### config.mk
export PLATFORM = sky130hd
export DESIGN_NAME = hazard_scoreboard
export DESIGN_NICKNAME = d
export VERILOG_FILES = /design/src/rtl/hazard_scoreboard_pkg.sv /design/src/rtl/hazard_scoreboard_wb_slot_ring.sv /design/src/rtl/hazard_scoreboard.sv
export SDC_FILE = /design/constraint.sdc
export NUM_CORES = 1
export LEC_CHECK = 0
export BUFFER_PORTS_ARGS = -buffer_cell sky130_fd_sc_hd__buf_2
export CORE_MARGIN = 3
export CORE_UTILIZATION = 68
export CTS_CLUSTER_DIAMETER = 200
export DETAILED_ROUTE_END_ITERATION = 16
export GPL_TIMING_DRIVEN = 1
export HOLD_SLACK_MARGIN = 0.08
export PLACE_DENSITY = 0.88
export SYNTH_ARGS = -nofsm -noshare
export SYNTH_HDL_FRONTEND = slang
export SYNTH_SLANG_ARGS = --single-unit
### constraint.sdc
create_clock -name clk -period 6.55 [get_ports clk]
set_input_delay 0 -clock clk [delete_from_list [all_inputs] [get_ports clk]]
set_output_delay 0 -clock clk [all_outputs]
set_load 0.02 [all_outputs]
### src/rtl/hazard_scoreboard_pkg.sv
// Shared types for the hazard scoreboard: latency field, unit latencies and
// the bundled issue request seen at the ID stage.
package hazard_scoreboard_pkg;

    localparam int DEF_NREG       = 32;
    localparam int DEF_RF_ADDRESS = 5;
    localparam int DEF_MAX_LAT    = 7;
    localparam int DEF_LAT_W      = 3;

    typedef logic [DEF_LAT_W-1:0] lat_t;

    // Extra cycles after EX before each unit's result can be forwarded
    typedef enum lat_t {
        LAT_ALU  = 3'd0,
        LAT_LOAD = 3'd1,
        LAT_MUL  = 3'd3,
        LAT_DIV  = 3'd7
    } unit_lat_e;

    typedef struct packed {
        logic                      valid;
        logic [DEF_RF_ADDRESS-1:0] rs1;
        logic [DEF_RF_ADDRESS-1:0] rs2;
        logic                      use_rs1;
        logic                      use_rs2;
        logic                      wr;
        logic [DEF_RF_ADDRESS-1:0] rd;
        lat_t                      lat;
    } issue_req_t;

endpackage

### src/rtl/hazard_scoreboard_wb_slot_ring.sv
// Writeback-port reservation ring. Bit k of the ring means the shared
// writeback port is taken k cycles after an ALU op issued now; the ring
// advances one slot per cycle.
module wb_slot_ring
    import hazard_scoreboard_pkg::*;
#(
    parameter int MAX_LAT = DEF_MAX_LAT,
    parameter int LAT_W   = DEF_LAT_W
) (
    input  logic             clk,
    input  logic             reset,
    input  logic             reserve,
    input  logic [LAT_W-1:0] lat,
    output logic             conflict,
    output logic             busy
);

    logic [MAX_LAT:0] wb_resv;
    logic [MAX_LAT:0] resv_sh;
    logic [MAX_LAT:0] resv_set;

    assign resv_sh  = wb_resv >> 1;
    assign conflict = resv_sh[lat];
    assign busy     = |wb_resv;

    // One-hot slot claimed by the instruction being accepted this cycle
    always_comb begin
        resv_set = '0;
        if (reserve) begin
            resv_set[lat] = 1'b1;
        end
    end

    // Advance the ring and merge in the new reservation
    always_ff @(posedge clk) begin
        if (!reset) begin
            wb_resv <= '0;
        end else begin
            wb_resv <= resv_sh | resv_set;
        end
    end

endmodule

### src/rtl/hazard_scoreboard.sv
// ID-stage hazard scoreboard: a per-register countdown of in-flight results
// plus a writeback-slot ring, producing the stall for RAW, WAW and
// shared-writeback-port hazards.
module hazard_scoreboard
    import hazard_scoreboard_pkg::*;
#(
    parameter int NREG       = DEF_NREG,
    parameter int RF_ADDRESS = DEF_RF_ADDRESS,
    parameter int MAX_LAT    = DEF_MAX_LAT,
    parameter int LAT_W      = DEF_LAT_W
) (
    input  logic                  clk,
    input  logic                  reset,
    input  logic                  issue_valid,
    input  logic [RF_ADDRESS-1:0] issue_rs1,
    input  logic [RF_ADDRESS-1:0] issue_rs2,
    input  logic                  issue_use_rs1,
    input  logic                  issue_use_rs2,
    input  logic                  issue_wr,
    input  logic [RF_ADDRESS-1:0] issue_rd,
    input  logic [LAT_W-1:0]      issue_lat,
    input  logic                  flush,
    output logic                  stall,
    output logic                  issue_fire,
    output logic [NREG-1:0]       pending,
    output logic                  busy
);

    logic [LAT_W-1:0] cnt [NREG];
    logic             raw;
    logic             waw;
    logic             sh;
    logic             record;
    logic             ring_busy;

    wb_slot_ring #(
        .MAX_LAT (MAX_LAT),
        .LAT_W   (LAT_W)
    ) u_ring (
        .clk      (clk),
        .reset    (reset),
        .reserve  (issue_fire & issue_wr),
        .lat      (issue_lat),
        .conflict (sh),
        .busy     (ring_busy)
    );

    // Hazard detection; stall and fire are held low during reset so that
    // stale counters never leak into the pipeline
    always_comb begin
        raw = (issue_use_rs1 && (issue_rs1 != '0) && (cnt[issue_rs1] != '0)) ||
              (issue_use_rs2 && (issue_rs2 != '0) && (cnt[issue_rs2] != '0));
        waw = issue_wr && (issue_rd != '0) && (cnt[issue_rd] > issue_lat);
        stall      = reset && issue_valid && !flush && (raw || waw || (issue_wr && sh));
        issue_fire = reset && issue_valid && !flush && !stall;
        record     = issue_fire && issue_wr && (issue_rd != '0);
    end

    // Count every in-flight result down; a newly accepted write reloads its entry
    always_ff @(posedge clk) begin
        for (int i = 0; i < NREG; i++) begin
            if (!reset || i == 0) begin
                cnt[i] <= '0;
            end else if (record && (issue_rd == RF_ADDRESS'(i))) begin
                cnt[i] <= issue_lat;
            end else if (cnt[i] != '0) begin
                cnt[i] <= cnt[i] - LAT_W'(1);
            end
        end
    end

    // Per-register pending view and overall activity flag
    always_comb begin
        for (int r = 0; r < NREG; r++) begin
            pending[r] = (cnt[r] != '0);
        end
        busy = (|pending) | ring_busy;
    end

endmodule
==> results of run 1 <==
## cells by family (layout without fill, tap and decap cells)
| logic type | count (synthesis) | in the layout | synth area share |
|---|---|---|---|
| other | 1 | 1 | 0.000395 |
| DFF | 101 | 101 | 0.311 |
| and+or+nand+nor | 383 | 383 | 0.250 |
| AOI/OAI and AO/OA | 72 | 72 | 0.0529 |
| xor gates and xnor gates | 7 | 7 | 0.00645 |
| muxes | 164 | 164 | 0.234 |
| buffers and inverters | 127 | 150 | 0.0599 |
| adders and majority gates | 65 | 65 | 0.0856 |
## metrics by stage
stage / std cells / utilization
detailed placement: 1102 / 0.725
global route: 1119 / 0.745
floorplan: 920 / -
CTS: 1119 / 0.745
global placement: 1102 / 0.725
finish: 1119 / 0.745
## worst max path at each step
stage / end / cells past startpoint
after floorplan: cnt[18][0] / 16
after global placement: cnt[10][0] / 12
after detailed placement: cnt[7][0] / 13
after CTS: cnt[7][0] / 12
after global routing: cnt[7][0] / 12
final: cnt[7][0] / 12
## worst min-delay path, cell delays in order
cell and delay, ns:
buf_2 0.11, nand3_1 0.25, nor4_1 0.11
## cell type report
class	instances	area share
clock buffers	11	0.0232
clock inverters	5	0.00275
inverters	70	0.0262
multi-input cells	692	0.598
flip-flops and latches	101	0.294
well taps	176	0.0220
repair buffers	64	0.0337
## flip-flops by register name (all words and copies together), names as in the netlist
name / count
u_ring.wb_resv: 8
cnt: 93
## metal layers
metal	routed length, um	GRT usage
met3	2540	0.0881
met2	11400	0.491
met5	0	0
met4	1230	0.165
met1	9570	0.409
## power by group through the flow
stage                     registers, mW  clock network (mW)  logic [mW]
after floorplan                    1.28                   0        1.68
after global placement             1.42                   0        2.06
after detailed placement           1.43                   0        2.14
after CTS                          1.42               0.501        2.16
after global routing               1.46               0.521        2.40
final                              1.44               0.497        2.18
## layout by cell type, fill, tap and decap left out, types with 20 or more instances in the layout
cell type  count
nor2_1       106
edfxtp_1      93
nand2_1       73
inv_1         69
ha_1          65
buf_2         58
mux2i_1       43
mux2_1        38
nand2b_1      35
mux4_2        32
mux2_2        31
nor3_1        29
nor4_1        25
mux2_4        20
==> out/results.txt, run 1 <==
Status - completed
P_sw - 1.82 mW
Vias per inst - 6.83
Total Neg Setup Slack - 0 ns
CP cell instances - mux4_2, mux4_2, mux2_2, ha_1, nor2b_1, o21ai_0, a211oi_1, o21ai_1, and3_1, buf_4, nand4_1, mux2_2
Tcrit/Tclk final - 0.635
Final min period - 4.16 ns
Sink Count - 101
Final #Nets - 1028
Area contributors post-synth - edfxtp_1, ha_1, mux4_2, mux2i_1, mux2_1
Die height - 124 um
Count of final setup violators - 0
FF-to-FF setup slack - 2.39 ns
Crit-path slowest cell - edfxtp_1
Main flop type after synthesis - edfxtp_1
Initial Utilization - 0.706
Cell area after placement - 9760 um2
Die Span X - 124 um
CP Buf/Inv Count - 1
CP Launch Type - flip-flop
Power per Cell Area - 410 nW/um2
CP arrival - 4.28 ns
Share of layout cells above drive strength 1 - 0.203
Row count - 42
Pleak - 4.12 nW
CTS H-tree lvls - 3
CP top delay family - multiplexers
First-pass GRT wire length - 39200 um
Asr flop ratio synth - 0
Sequential fraction of the synthesis area - 0.311
Synthesized Nets - 1010
Synth top area share - 0.294
Area Overhead vs Synth - 5.50%
Pre-CTS WS - 2.18 ns
Vias in the first global route - 7434
Reg-to-reg critical path startpoint - cnt[20][1]
RR Endpoint - cnt[7][0]
Crit path max fanout - 24
Reg area - 2950 um2
Int Power - 2.29 mW
Total GRT Usage - 0.318
Post-CTS setup buffer count - 0
Max-Cap Viols - 0
WL per Instance - 22.1 um
Post-synth EDFFs - 93
Root Driver - clkbuf_16
Post-Syn Instances - 920
Pin count of the biggest net entering global routing - 103
Fmax - 240 MHz
Final instance area - 10000 um2
Biggest area consumer among synthesized cells - edfxtp_1
Crit path largest cell delay - 0.50 ns
1st-pass router iterations - 9
WHS - 0.152 ns
Clock transition at path regs - 0.07 ns
WHS Endpoint - u_ring.wb_resv[7]
Area occupied by multi-input gates - 5990 um2
# DRC - 0
Die area - 15400 um2
Post-synth top cells - nor2_1, edfxtp_1, nand2_1, inv_1, ha_1
I/O Pins - 60
# resized after CTS - 0
Clk_skew - 0.00910 ns
Longest Clk Path Bufs - 2
Crit end category - flip-flop
Hold Path Origin - issue_valid
Overall Power - 4.12 mW
Crit path kind - flip-flop to flip-flop
Worst setup margin - 2.39 ns
# hold bufs at CTS - 1
YS warnings - 0
Fillers - 955
Grt ovf - 0
RSZ-0062 raised after global routing - no
Initial antenna violation count - 0
Switching Fraction - 0.443
Vias - 7642
Max-slew headroom - 0.296
Core Footprint - 13500 um2
Hold Path Depth - 3
Most common cell in the synthesized netlist - nor2_1
CTS tree - done
Worst skew pair latency - 0.37 ns
Slew Viols, Final - 0
Peak supply drop - 0.000302 V
WL final - 24800 um
First-iteration detailed-routing DRC count - 708
Syn Std Cell Area - 9500 um2
Final hold violation count - 0
Diode count - 0
Post-synth cell types - 63
CP Data Required Time - 6.67 ns
Slew @ Worst Pin - 1.06 ns
Min-delay worst type - input pin to flip-flop
ANT nets after route - 0
Cell count of the worst reg-to-reg path - 12
RD Place Congestion - 0.978
Post-detail-place hpwl - 17700 um
Combinational share of power - 0.530
# port buffers - 58
Mapped Avg Cell Area - 10.3 um2
Synthesis-stage register bit count - 101
Sequential power share - 0.349
Clock Power Share - 0.121
CP Launch Point - cnt[20][1]
CTS Buf Count - 9
Note: power is estimated with default switching activity, not from simulation.
==> run 2, diff against run 1 <==
CORE_UTILIZATION = 57   (was 68)
PLACE_DENSITY = 0.79   (was 0.88)
clock period = 3.6 ns   (was 6.55 ns; I/O delays follow)
==> run 2 against run 1 <==
The run now ends with negative setup slack left. Global-route usage rose by 0.36 points. Critical path depth fell by 1. Utilization fell by 2.9 points. First-iteration DRC count rose by 37%. Non-clock buffer count rose by 133. Critical path type unchanged. Highest routed layer unchanged.
==> out/results.txt, run 2 (same netlist as run 1, synthesis figures left out) <==
Status - complete, but fails checks
Failing checks - negative setup slack
ANT nets after route - 0 (unchanged)
Initial antenna violation count - 0 (unchanged)
GRT busiest layer - met2
Critical Path Sink - cnt[26][0]
Max-slew headroom - 0.304 (+0.00809)
Commonest non-fill, non-tap cells in the layout - nor2_1, buf_4, edfxtp_1
Slew Viols, Final - 0 (unchanged)
Final instance area - 11500 um2 (+15%)
Max-Cap Viols - 0 (unchanged)
Vias per inst - 6.53 (-4.4%)
Grt ovf - 0 (unchanged)
Die area - 18300 um2 (+18%)
Clock Power Share - 0.111 (-0.010)
RSZ-0062 raised after global routing - yes
CP Launch Point - cnt[30][2]
Final min period - 3.78 ns (-0.385 ns)
Worst skew pair latency - 0.37 ns (about the same)
Core Util, Final - 0.716 (-0.0290)
Min-delay worst type - input pin to flip-flop
Vias - 8437 (+10%)
Area Overhead vs Synth - 21.5%
CP arrival - 3.90 ns (-0.38 ns)
Overall Power - 8.62 mW (+110%)
Pin count of the biggest net entering global routing - 102 (-0.97%)
Tcrit/Tclk final - 1.05 (+0.414)
Placed cells - 1257 (+14%)
Root Driver - clkbuf_16
Count of final setup violators - 162 (+162)
Initial Utilization - 0.590 (-0.117)
WL per Instance - 22.6 um (+1.9%)
Die height - 135 um (+8.8%)
Fmax - 265 MHz (+10%)
Vias in the first global route - 8513 (+15%)
First-iteration detailed-routing DRC count - 971 (+37%)
P_sw - 3.70 mW (+100%)
Longest Clk Path Bufs - 2 (unchanged)
Biggest regs - cnt (93), u_ring.wb_resv (8)
Crit path max fanout - 4 (-83%)
First-pass GRT wire length - 45600 um (+16%)
Sequential power share - 0.268 (-0.081)
CTS H-tree lvls - 3 (unchanged)
Clock transition at path regs - 0.08 ns (about the same)
Worst setup margin - -0.176 ns (-2.56 ns)
WL final - 29100 um (+18%)
Cell count of the worst reg-to-reg path - 11 (-1)
Core Footprint - 16100 um2 (+20%)
Power per Cell Area - 747 nW/um2 (+82%)
Sink Count - 101 (unchanged)
Post-detail-place hpwl - 20200 um (+14%)
Combinational share of power - 0.621 (+0.091)
I/O Pins - 60 (unchanged)
Biggest register - cnt
Die Span X - 135 um (+8.8%)
Crit end category - flip-flop
CTS Buf Count - 9 (unchanged)
CP Data Required Time - 3.72 ns (-2.95 ns)
Fillers - 1096 (+15%)
Switching Fraction - 0.429 (-0.0148)
RD Place Congestion - 0.954 (-2.5%)
Clk_skew - 0.0113 ns (+0.00224 ns)
CP Launch Type - flip-flop
RR Endpoint - cnt[26][0]
GRT met2 Usage - 0.536 (+0.0451)
Max reg flops - 93 (unchanged)
Diode count - 0 (unchanged)
Commonest non-fill, non-tap cell in the layout - nor2_1
Final hold violation count - 0 (unchanged)
Final #Nets - 1161 (+13%)
Crit path kind - flip-flop to flip-flop
Cell area after placement - 10700 um2 (+9.6%)
# DRC - 0 (unchanged)
Share of layout cells above drive strength 1 - 0.361 (+0.158)
CTS tree - done
Reg-to-reg critical path startpoint - cnt[30][2]
Pleak - 4.93 nW (+20%)
Int Power - 4.93 mW (+120%)
GRT met1 Usage - 0.396 (-0.0133)
# port buffers - 58 (unchanged)
Total GRT Usage - 0.321 (+0.00356)
Slew @ Worst Pin - 1.04 ns (-0.0121 ns)
Final instance count without filler cells - 1292 (+15%)
FF-to-FF setup slack - -0.18 ns (-2.56 ns)
Met3 Use GR - 0.0719 (-0.0162)
Row count - 46 (+9.5%)
1st-pass router iterations - 6 (-3)
Peak supply drop - 0.000426 V (+41%)
run 2: cell types whose count changed in the layout (fill, tap and decap cells not counted), moves of 2 or more:
cell and change:
or3b_4 +16, buf_2 -2, mux2_4 +39, buf_4 +97
or3b_1 -16, mux2_1 -38, buf_6 +31, o21ai_2 +2
clkbuf_1 -2, ha_4 +2, ha_1 -2, mux2i_1 -2
buf_12 +5
run 2: worst min-delay path by stage:
stage                            start                 to  slack [ns]  cells past startpoint
after CTS                 issue_lat[0]  u_ring.wb_resv[7]        0.11                      3
after floorplan            issue_valid              stall        0.15                      2
after global placement    issue_lat[2]  u_ring.wb_resv[7]        0.33                      3
after global routing      issue_lat[0]  u_ring.wb_resv[7]        0.15                      3
after detailed placement  issue_lat[2]  u_ring.wb_resv[7]        0.33                      3
final                     issue_lat[0]  u_ring.wb_resv[7]        0.13                      3
run 2: through the flow:
step | hold WS [ns] | worst slack (ns) | setup TNS, ns
finish | 0.127 | -0.176 | -13.68
global route | 0.150 | -0.246 | -26.73
CTS | 0.107 | -0.147 | -7.88
detailed placement | 0.334 | -0.329 | -38.43
global placement | 0.332 | -0.233 | -25.93
floorplan | 0.147 | 0.00605 | 0
run 2: what timing repair did:
| action | CTS | global route |
|---|---|---|
| setup buffers | 15 | 2 |
| endpoints found under the setup margin | 191 | 192 |
| gates cloned | 1 | 0 |
| pin swaps | 38 | 18 |
| resized for setup | 88 | 19 |
| endpoints found under the hold margin | 1 | 0 |
| hold buffers | 2 | 0 |
run 2: metal layers:
layer / vias up / wire length (um) / share of wire
li1: 3693 / - / -
met4: 0 / 1360 / 0.047
met2: 572 / 13900 / 0.48
met3: 121 / 3110 / 0.11
met5: - / 0 / 0
met1: 4051 / 10800 / 0.37
run 2: final cells by class:
class | instances | area (um2) | share of cell area
Inverter | 70 | 263 | 0.0228
Timing Repair Buffer | 197 | 1530 | 0.133
Clock buffer | 9 | 225 | 0.0195
Clock inverter | 7 | 48.8 | 0.00423
Sequential cell | 101 | 2950 | 0.256
Tap cell | 216 | 270 | 0.0234
Multi-Input combinational cell | 692 | 6250 | 0.542
run 2: power groups by stage:
stage                     Clock, mW  Combinational [mW]  Sequential (mW)
final                         0.958                5.35             2.31
after global routing           1.01                5.77             2.36
after CTS                     0.964                5.20             2.29
after detailed placement          0                4.74             2.33
after global placement            0                4.56             2.31
after floorplan                   0                3.05             2.33
run 2: worst max-delay path, stage by stage, from the launching register on:
cell	delay [ns]
edfxtp_1	0.44
mux4_2	0.49
mux4_2	0.51
mux2_2	0.31
ha_4	0.28
and3_1	0.19
a211oi_2	0.06
o21ai_2	0.19
nand4_1	0.15
buf_4	0.20
and4bb_4	0.39
mux2_4	0.31
==> run 3, diff against run 2 <==
CAP_MARGIN = 20   (was default)
CORE_UTILIZATION = 63   (was 57)
GPL_TIMING_DRIVEN = default   (was 1)
PLACE_DENSITY = 0.82   (was 0.79)
clock period = 3.59 ns   (was 3.6 ns; I/O delays follow)
==> run 3 against run 2 <==
The run still ends with negative setup slack left. Die area is 9.1% lower. Combinational power increased by 1%. Worst setup slack got worse by 0.12 ns.
==> out/results.txt, run 3 (same netlist as run 1, synthesis figures left out) <==
Die Span X - 129 um (-4.7%)
Commonest non-fill, non-tap cells in the layout - nor2_1, buf_4, edfxtp_1
Biggest regs - cnt (93), u_ring.wb_resv (8)
Sink Count - 101 (unchanged)
CTS tree - done
Die height - 129 um (-4.7%)
RD Place Congestion - 0.953 (about the same)
CP Data Required Time - 3.70 ns (-0.02 ns)
Worst setup margin - -0.299 ns (-0.123 ns)
Share of layout cells above drive strength 1 - 0.361 (about the same)
Vias - 8648 (+2.5%)
Initial antenna violation count - 1 (+1)
Clock transition at path regs - 0.07 ns (about the same)
Clk_skew - 0.0113 ns (-0.0000347 ns)
I/O Pins - 60 (unchanged)
Total Neg Setup Slack - -44.30 ns (-30.63 ns)
Root Driver - clkbuf_16
Cell count of the worst reg-to-reg path - 12 (+1)
Hold Path Depth - 3 (unchanged)
1st-pass router iterations - 8 (+2)
Crit path kind - flip-flop to flip-flop
Hold Path Origin - issue_lat[1]
WL met1 - 10700 um (-0.53%)
Core Footprint - 14600 um2 (-9.1%)
Commonest non-fill, non-tap cell in the layout - nor2_1
Count of final setup violators - 194 (+20%)
Overall Power - 8.72 mW (+1.1%)
Area Overhead vs Synth - 21.5% (unchanged)
Crit path max fanout - 4 (unchanged)
Reg-to-reg critical path startpoint - cnt[31][1]
RR Endpoint - cnt[26][0]
Failing checks - negative setup slack
Status - complete, but fails checks
Vias in the first global route - 8570 (+0.67%)
RSZ-0062 raised after global routing - yes
First-pass GRT wire length - 45400 um (-0.41%)
Final #Nets - 1163 (+0.17%)
CP arrival - 4.00 ns (+0.10 ns)
Fillers - 853 (-22%)
Fmax - 257 MHz (-2.9%)
Worst skew pair latency - 0.37 ns (about the same)
ANT nets after route - 0 (unchanged)
Cell area after placement - 10600 um2 (-0.47%)
Initial Utilization - 0.649 (+0.0593)
# DRC - 0 (unchanged)
Power per Cell Area - 755 nW/um2 (+1.1%)
Max-slew headroom - 0.492 (+0.187)
Max-Cap Viols - 0 (unchanged)
Row count - 44 (-4.3%)
Final instance area - 11500 um2 (unchanged)
Top Layer Used - met5
WL met3 - 3180 um (+2.2%)
Max reg flops - 93 (unchanged)
Die area - 16600 um2 (-9.1%)
Longest Clk Path Bufs - 2 (unchanged)
Pleak - 4.96 nW (+0.66%)
CP Launch Type - flip-flop
Final min period - 3.89 ns (+0.113 ns)
WHS Endpoint - u_ring.wb_resv[7]
Slew @ Worst Pin - 0.756 ns (-0.288 ns)
Tcrit/Tclk final - 1.08 (+0.0344)
Core Util, Final - 0.788 (+0.0720)
WL final - 29900 um (+2.7%)
Diode count - 0 (unchanged)
CTS H-tree lvls - 3 (unchanged)
Min-delay worst type - input pin to flip-flop
Crit end category - flip-flop
WL per Instance - 23.7 um (+5.2%)
Slew Viols, Final - 0 (unchanged)
# port buffers - 58 (unchanged)
First-iteration detailed-routing DRC count - 1080 (+11%)
Pin count of the biggest net entering global routing - 68 (-33%)
Biggest register - cnt
Peak supply drop - 0.000515 V (+21%)
Vias per inst - 6.85 (+4.9%)
CTS Buf Count - 9 (unchanged)
Met2 wire len - 14300 um (+3.0%)
Post-detail-place hpwl - 20300 um (+0.27%)
Total GRT Usage - 0.354 (+0.0330)
Grt ovf - 0 (unchanged)
Final hold violation count - 0 (unchanged)
FF-to-FF setup slack - -0.30 ns (-0.12 ns)
[run 3: cell count changes in the layout (fill, tap and decap cells not counted), moves of 2 or more]
cell      previous run  this run
buf_8                1         6
mux2_2              30        27
clkbuf_1             0         3
buf_12               5         3
mux2_4              59        62
clkbuf_8             0         2
[run 3: metrics by stage]
stage / setup slack, ns / hold slack (ns) / cells
2_1_floorplan: 0.0500 / 0.147 / 920
3_3_place_gp: -0.246 / 0.327 / 1222
3_5_place_dp: -0.302 / 0.337 / 1222
4_1_cts: -0.152 / 0.108 / 1256
5_1_grt: -0.324 / 0.130 / 1262
6_report: -0.299 / 0.141 / 1262
[run 3: worst max-delay path by stage]
| stage | from | end | slack, ns | cells past startpoint |
|---|---|---|---|---|
| final | cnt[31][1] | cnt[26][0] | -0.30 | 12 |
| after global routing | cnt[26][1] | cnt[26][0] | -0.32 | 12 |
| after global placement | issue_rd[1] | cnt[14][2] | -0.25 | 13 |
| after floorplan | issue_rd[1] | cnt[18][0] | 0.05 | 16 |
| after CTS | cnt[15][1] | cnt[24][0] | -0.15 | 12 |
| after detailed placement | issue_rd[0] | cnt[16][1] | -0.30 | 15 |
[run 3: where the power goes]
part	switching [mW]	total (mW)	internal [mW]
Sequential	0.374	2.34	1.97
Clock	0.454	0.960	0.507
Combinational	2.89	5.42	2.52
Total	3.72	8.72	5.00
[run 3: what timing repair did]
item	CTS	global route
pin swaps	38	23
endpoints found under the setup margin	192	195
gates resized for setup	82	30
setup buffers	17	5
endpoints found under the hold margin	1	0
hold buffers	1	0
cloned	0	1
[run 3: area by class of cell]
class	instances	area, um2	area share
well taps	184	230	0.0199
clock buffers	14	264	0.0229
flip-flops and latches	101	2950	0.256
inverters	70	263	0.0228
multi-input cells	692	6260	0.542
repair buffers	199	1570	0.136
clock inverters	2	8.76	0.000759
[run 3: worst max-delay path: stages (launching register included)]
cell and delay [ns]:
edfxtp_1 0.43, mux4_2 0.52, mux4_2 0.52, mux2_4 0.30, ha_4 0.27, nor2b_4 0.15
o21ai_2 0.07, a211oi_2 0.30, o21ai_2 0.12, nand4_1 0.13, buf_4 0.15, and4bb_4 0.25
or3b_4 0.42
[run 3: metal layers]
| metal | vias to the layer above | GRT usage |
|---|---|---|
| li1 | 3707 | - |
| met4 | 2 | 0.201 |
| met5 | - | 0 |
| met1 | 4148 | 0.427 |
| met3 | 169 | 0.0880 |
| met2 | 622 | 0.580 |
